**src/rtl/if_fetch_queue.sv**
```systemverilog
// Instruction-fetch front end: PC generation, combinational ROM access, a
// DEPTH-entry fetch queue and a registered IF/ID output with branch flush.
module if_fetch_queue #(
   parameter int unsigned            ADDR_W   = 32,
   parameter int unsigned            INST_W   = 32,
   parameter int unsigned            DEPTH    = 4,
   parameter logic [ADDR_W-1:0]      RESET_PC = '0,
   parameter int unsigned            PC_STEP  = 4,
   localparam int unsigned           CNT_W    = $clog2(DEPTH + 1)
) (
   input  logic              clk,
   input  logic              rst,
   input  logic [INST_W-1:0] rom_data_i,
   output logic [ADDR_W-1:0] rom_addr_o,
   output logic              rom_ce_o,
   input  logic              stall_i,
   input  logic              branch_flag_i,
   input  logic [ADDR_W-1:0] branch_target_i,
   output logic [ADDR_W-1:0] id_pc_o,
   output logic [INST_W-1:0] id_inst_o,
   output logic              id_valid_o,
   output logic [CNT_W-1:0]  count_o
);

   localparam int unsigned PTR_W = $clog2(DEPTH);

   typedef struct packed {
      logic [ADDR_W-1:0] pc;
      logic [INST_W-1:0] inst;
   } entry_t;

   logic [ADDR_W-1:0] pc_q, pc_d;
   entry_t            mem_q [DEPTH];
   entry_t            mem_d [DEPTH];
   logic [PTR_W-1:0]  rd_ptr_q, rd_ptr_d;
   logic [PTR_W-1:0]  wr_ptr_q, wr_ptr_d;
   logic [CNT_W-1:0]  count_q, count_d;
   logic [ADDR_W-1:0] id_pc_q, id_pc_d;
   logic [INST_W-1:0] id_inst_q, id_inst_d;
   logic              id_valid_q, id_valid_d;

   logic              fetch_c;
   logic              push_c;
   logic              pop_c;
   logic              full_c;

   // ROM is addressed by the live PC; fetch is suppressed only when full and stalled
   always_comb begin
      full_c     = (count_q == CNT_W'(DEPTH));
      rom_addr_o = pc_q;
      rom_ce_o   = !rst && (!full_c || !stall_i);
      fetch_c    = rom_ce_o && !branch_flag_i;
   end

   // Next-state: branch flush, fetch/PC advance, queue push/pop, IF/ID load
   always_comb begin
      pc_d       = pc_q;
      mem_d      = mem_q;
      rd_ptr_d   = rd_ptr_q;
      wr_ptr_d   = wr_ptr_q;
      count_d    = count_q;
      id_pc_d    = id_pc_q;
      id_inst_d  = id_inst_q;
      id_valid_d = id_valid_q;
      push_c     = 1'b0;
      pop_c      = 1'b0;

      if (branch_flag_i) begin
         pc_d       = branch_target_i;
         rd_ptr_d   = '0;
         wr_ptr_d   = '0;
         count_d    = '0;
         id_pc_d    = '0;
         id_inst_d  = '0;
         id_valid_d = 1'b0;
      end else begin
         if (fetch_c) begin
            pc_d = pc_q + ADDR_W'(PC_STEP);
         end

         if (!stall_i) begin
            if (count_q != '0) begin
               // Oldest buffered word goes to ID; current fetch joins the tail
               id_pc_d    = mem_q[rd_ptr_q].pc;
               id_inst_d  = mem_q[rd_ptr_q].inst;
               id_valid_d = 1'b1;
               pop_c      = 1'b1;
               push_c     = fetch_c;
            end else if (fetch_c) begin
               // Empty queue: bypass straight into the IF/ID register
               id_pc_d    = pc_q;
               id_inst_d  = rom_data_i;
               id_valid_d = 1'b1;
            end else begin
               id_pc_d    = '0;
               id_inst_d  = '0;
               id_valid_d = 1'b0;
            end
         end else begin
            push_c = fetch_c;
         end

         if (push_c) begin
            mem_d[wr_ptr_q].pc   = pc_q;
            mem_d[wr_ptr_q].inst = rom_data_i;
            wr_ptr_d             = wr_ptr_q + PTR_W'(1);
         end
         if (pop_c) begin
            rd_ptr_d = rd_ptr_q + PTR_W'(1);
         end

         if (push_c && !pop_c) begin
            count_d = count_q + CNT_W'(1);
         end else if (pop_c && !push_c) begin
            count_d = count_q - CNT_W'(1);
         end
      end
   end

   // State registers with asynchronous reset
   always_ff @(posedge clk or posedge rst) begin
      if (rst) begin
         pc_q       <= RESET_PC;
         rd_ptr_q   <= '0;
         wr_ptr_q   <= '0;
         count_q    <= '0;
         id_pc_q    <= '0;
         id_inst_q  <= '0;
         id_valid_q <= 1'b0;
         for (int i = 0; i < int'(DEPTH); i++) begin
            mem_q[i] <= '0;
         end
      end else begin
         pc_q       <= pc_d;
         rd_ptr_q   <= rd_ptr_d;
         wr_ptr_q   <= wr_ptr_d;
         count_q    <= count_d;
         id_pc_q    <= id_pc_d;
         id_inst_q  <= id_inst_d;
         id_valid_q <= id_valid_d;
         mem_q      <= mem_d;
      end
   end

   // Registered outputs to decode
   always_comb begin
      id_pc_o    = id_pc_q;
      id_inst_o  = id_inst_q;
      id_valid_o = id_valid_q;
      count_o    = count_q;
   end

endmodule

```
**config.mk**
```make
export PLATFORM = sky130hd
export DESIGN_NAME = if_fetch_queue
export DESIGN_NICKNAME = d
export VERILOG_FILES = /design/src/rtl/if_fetch_queue.sv
export SDC_FILE = /design/constraint.sdc
export NUM_CORES = 1
export LEC_CHECK = 0
export CAP_MARGIN = 25
export CORE_UTILIZATION = 45
export CTS_BUF_LIST = sky130_fd_sc_hd__clkbuf_8
export CTS_CLUSTER_SIZE = 25
export DETAILED_ROUTE_END_ITERATION = 8
export PLACE_DENSITY_LB_ADDON = 0.08
export RECOVER_POWER = 100
export SLEW_MARGIN = 20
export SYNTH_ARGS = -nofsm -noshare
export SYNTH_HDL_FRONTEND = slang
export SYNTH_SLANG_ARGS = --single-unit
```
**constraint.sdc**
```tcl
create_clock -name clk -period 19.2 [get_ports clk]
set_input_delay 5.76 -clock clk [delete_from_list [all_inputs] [get_ports clk]]
set_output_delay 5.76 -clock clk [all_outputs]
set_load 0.02 [all_outputs]
```
==> parameters.txt <==
Parameter                              Value

CTS
  Post-CTS setup buffer count ... 0
  Clock buffers created by TritonCTS ... 60
  H-tree levels ... 2
  Clock tree root buffer cell ... sky130_fd_sc_hd__clkbuf_8
  Clock transition at the register clock pins on the worst setup and hold paths after CTS ... approximately 60 ps
  Hold buffers post-CTS ... 0
  Clock tree from TritonCTS ... built
  Clock tree buffer depth ... 3
  Clk_lat worst skew ... 640 ps
  Post-cts repair resize count ... 0
  CTS Sinks ... 360

Synth
  Most used flip-flop cell after synthesis ... sky130_fd_sc_hd__dfrtp_1
  Number of enable flip-flop cells after synthesis ... 0
  FFs w/ async S/R, synth ... 100%
  Most used standard cell by instance count after synthesis ... sky130_fd_sc_hd__dfrtp_1
  Avg Cell Area, Syn ... 13.8 um2
  Post-synth net total ... between 1000 and 1500
  Sequential share of the synthesized area ... 54.7%
  Number of different library cells in the post-synthesis netlist ... 47
  #FFs+latches synth ... 360
  Synth top area share ... ~55%
  Post-synthesis cell area ... approximately 0.016 mm2
  Yosys Warn Count ... 0
  Cell count after synthesis ... about 1200
  Largest area contributor in the synthesized netlist ... sky130_fd_sc_hd__dfrtp_1
  Top area cells in the synthesized netlist ... sky130_fd_sc_hd__dfrtp_1 55%, sky130_fd_sc_hd__mux2_2 18%, sky130_fd_sc_hd__mux4_2 8.7%
  Synth top cells by count ... 360 x sky130_fd_sc_hd__dfrtp_1, 261 x sky130_fd_sc_hd__mux2_2, 66 x sky130_fd_sc_hd__nor3_1

Route
  First-pass iteration count of the detailed router ... 9
  Via count ... between 10000 and 15000
  Via density ... 5.85
  Routed wirelength normalized by instance count ... approximately 22 um
  Final antenna-violating net count ... 0
  Total DRC errors in the routed layout ... 13
  Total wire length ... 40900 um
  DRC violation total after the first TritonRoute iteration ... ~600

Worst setup path
  List of cells traversed by the critical path ... dlygate4sd3_1 > nor2_1 > dlygate4sd3_1
  Worst setup path startpoint ... rst
  Critical path's top delay family ... buffers and inverters
  Crit. End Element ... output port
  Kind of start point of the critical path ... primary input
  CP max stage delay ... ~730 ps
  Critical setup path kind ... primary input to output port
  Count of buffering cells on the critical path with inverters included ... 2
  Largest fanout on the critical path ... 12
  WP data arrival ... around 7600 ps
  Cell at the slowest stage of the critical path ... sky130_fd_sc_hd__dlygate4sd3_1
  Cell type with the highest occurrence count on the critical path ... sky130_fd_sc_hd__dlygate4sd3_1
  Reg-to-Reg Start ... count_o[2]
  Crit path required time ... 13440 ps

Power
  Post-route total power ... 0.00231 W
  Total internal power ... ~0.0017 W
  Logic gate share of total power ... 23.7%
  Areal power density over the cells ... between 100 and 150 mW/mm2
  Standby leakage power ... approximately 8.5 nW
  Clk pwr share ... 29.7%
  Max rail drop VDD ... approximately 0.000056 V
  Reported net switching power ... roughly 0.00065 W
  Sequential power share ... a little under half
  Sw frac ... about 28%

Placed design
  Port Buffer Count ... 168
  Final weighted congestion in routability-driven placement ... around 0.74
  DP Wirelength ... about 23000 um
  Setup WS pre-CTS ... 5710 ps
  Cells after DPL ... 1727

Layout
  Final Instance Count excl. Fillers ... about 1800
  Area Growth Syn to Fin ... 18.8%
  Nets@finish ... about 1400
  Fraction of layout cells with a size suffix above 1 ... a little under a third
  # diodes ... 0
  Filler Cell Count ... between 3000 and 4000

STA
  Worst Slack Setup Final ... a little under 6000 ps
  Final period util ... between 60% and 70%
  Worst-case clock skew ... approximately 10 ps
  Final setup TNS ... 0 ps
  Number of hold violations in the final report ... 0
  Setup repair after global routing missed its margin ... false
  Max-Slew Margin vs Limit ... -245%
  Max-slew violation total from the final report ... between 600 and 700
  Clock period minus final worst setup slack ... around 13000 ps
  Number of setup violations in the final report ... 0
  Fmax achieved ... approximately 0.075 GHz
  Slew @ Worst Pin ... approximately 5200 ps

Outcome
  Violations in the final reports ... design-rule violations, max-capacitance violations, max-slew violations
  Run status ... finished with violations

Die
  Full die area ... between 0.03 and 0.04 mm2
  Total number of placement rows ... 69
  Top Ports ... between 150 and 200
  Starting Density ... a little under half
  Height of the chip ... between 150 and 200 um
  Std-Cell Core Area ... 0.0358 mm2
  Die width ... ~190 um

Hold path
  Min-Delay Startpoint ... mem_q[77]
  Path type of the worst min-delay path ... flop to flop

Global routing
  Number of antenna violations at the first check in global routing ... 1
  Via count of the first global-routing pass ... approximately 11000
  Overflow after GRT ... 0
  Total Routing Usage GR ... 22.5%
  Global-route wire length before repair ... between 60000 and 70000 um
  Pin count of the biggest net entering global routing ... around 160

Job
  Count of max-cap constraint violations ... 15
## power by group through the flow
stage               clock, W  sequential, W  combinational, W
finish              0.000688        0.00108          0.000548
global route        0.000739        0.00111          0.000595
CTS                 0.000710        0.00108          0.000564
detailed placement         0        0.00109          0.000563
global placement           0        0.00109          0.000550
floorplan                  0        0.00107          0.000409
## path summary, 6_finish.rpt
path	endpoint	slack [ps]	cells after the start
max	rom_ce_o	5850	3
min	mem_q[77]	500	1
max reg2reg	mem_q[14]	14250	5
min reg2reg	mem_q[77]	500	1
max in group asynchronous	rd_ptr_q[1]	6610	3
min in group asynchronous	rd_ptr_q[0]	6290	2
## cell families after synthesis
| family | share of synthesized area, % |
|---|---|
| flip-flops | 54.7 |
| multiplexers | 26.7 |
| AO/OA/AOI/OAI | 5.88 |
| adder cells (fa/ha/maj) | 0.501 |
| buffers and inverters | 3.15 |
| XOR/XNOR | 0.479 |
| AND/OR/NAND/NOR | 8.59 |
## per-layer routing
metal	vias up	global-route usage (%)	part of all wire, %
li1	4780	-	-
met1	5675	30.6	44
met2	233	35.9	48
met3	69	5.32	5.2
met4	0	6.99	2.3
met5	-	0	0
## per-stage QoR
step | hold slack, ps | utilization (%) | instance area, um2
CTS | 502 | 54.8 | 19600
global route | 506 | 54.6 | 19600
finish | 500 | 54.6 | 19600
global placement | 481 | 51.4 | 18400
detailed placement | 487 | 51.4 | 18400
floorplan | 474 | - | 16500
## layout by cell type (no fill, tap or decap), types with 2 or more instances in the layout
cell type	Yosys	routed
sky130_fd_sc_hd__a21oi_1	3	3
sky130_fd_sc_hd__a221oi_1	64	64
sky130_fd_sc_hd__a31oi_1	22	22
sky130_fd_sc_hd__and3_1	2	2
sky130_fd_sc_hd__and4_1	2	2
sky130_fd_sc_hd__buf_4	0	5
sky130_fd_sc_hd__clkbuf_1	63	11
sky130_fd_sc_hd__clkbuf_8	0	78
sky130_fd_sc_hd__clkdlybuf4s50_1	0	64
sky130_fd_sc_hd__clkinv_2	0	7
sky130_fd_sc_hd__clkinvlp_4	0	2
sky130_fd_sc_hd__dfrtp_1	360	358
sky130_fd_sc_hd__dfrtp_4	0	2
sky130_fd_sc_hd__dlygate4sd3_1	0	102
sky130_fd_sc_hd__ha_1	5	5
sky130_fd_sc_hd__inv_1	8	28
sky130_fd_sc_hd__mux2_2	261	261
sky130_fd_sc_hd__mux2i_1	2	2
sky130_fd_sc_hd__mux4_2	64	64
sky130_fd_sc_hd__nand2_1	17	21
sky130_fd_sc_hd__nand3_1	9	9
sky130_fd_sc_hd__nand4_1	12	12
sky130_fd_sc_hd__nor2_1	31	31
sky130_fd_sc_hd__nor2b_1	65	65
sky130_fd_sc_hd__nor3_1	66	66
sky130_fd_sc_hd__nor3b_1	2	2
sky130_fd_sc_hd__o21ai_0	13	13
sky130_fd_sc_hd__o31ai_1	14	14
sky130_fd_sc_hd__o41ai_1	2	2
sky130_fd_sc_hd__or3_1	10	9
sky130_fd_sc_hd__or4_1	19	19
sky130_fd_sc_hd__or4b_2	2	2
sky130_fd_sc_hd__xnor2_1	7	7
sky130_fd_sc_hd__xor2_1	2	2
## registers in the layout (all words and copies together) (netlist names)
| register | cells |
|---|---|
| mem_q | 256 |
| wr_ptr_q | 2 |
| rom_addr_o | 32 |
| id_valid_o | 1 |
| rd_ptr_q | 2 |
| id_inst_o | 32 |
| count_o | 3 |
| id_pc_o | 32 |
## worst reg2reg max path: stages (launching register included)
cell	delay, ps
sky130_fd_sc_hd__dfrtp_1	480
sky130_fd_sc_hd__xnor2_1	150
sky130_fd_sc_hd__a311oi_1	270
sky130_fd_sc_hd__nand2_1	1450
sky130_fd_sc_hd__clkbuf_1	1960
sky130_fd_sc_hd__mux2_2	510
## final cells by class
cell class              instances  area, um2  area share [%]
inverters                       9       35.0           0.179
repair buffers                184       1790            9.14
well taps                     461        577            2.95
clock buffers                  78       1070            5.49
flip-flops and latches        360       9020            46.1
clock inverters                31        159           0.812
multi-input cells             715       6920            35.4
Power figures use the tool's default switching activity.
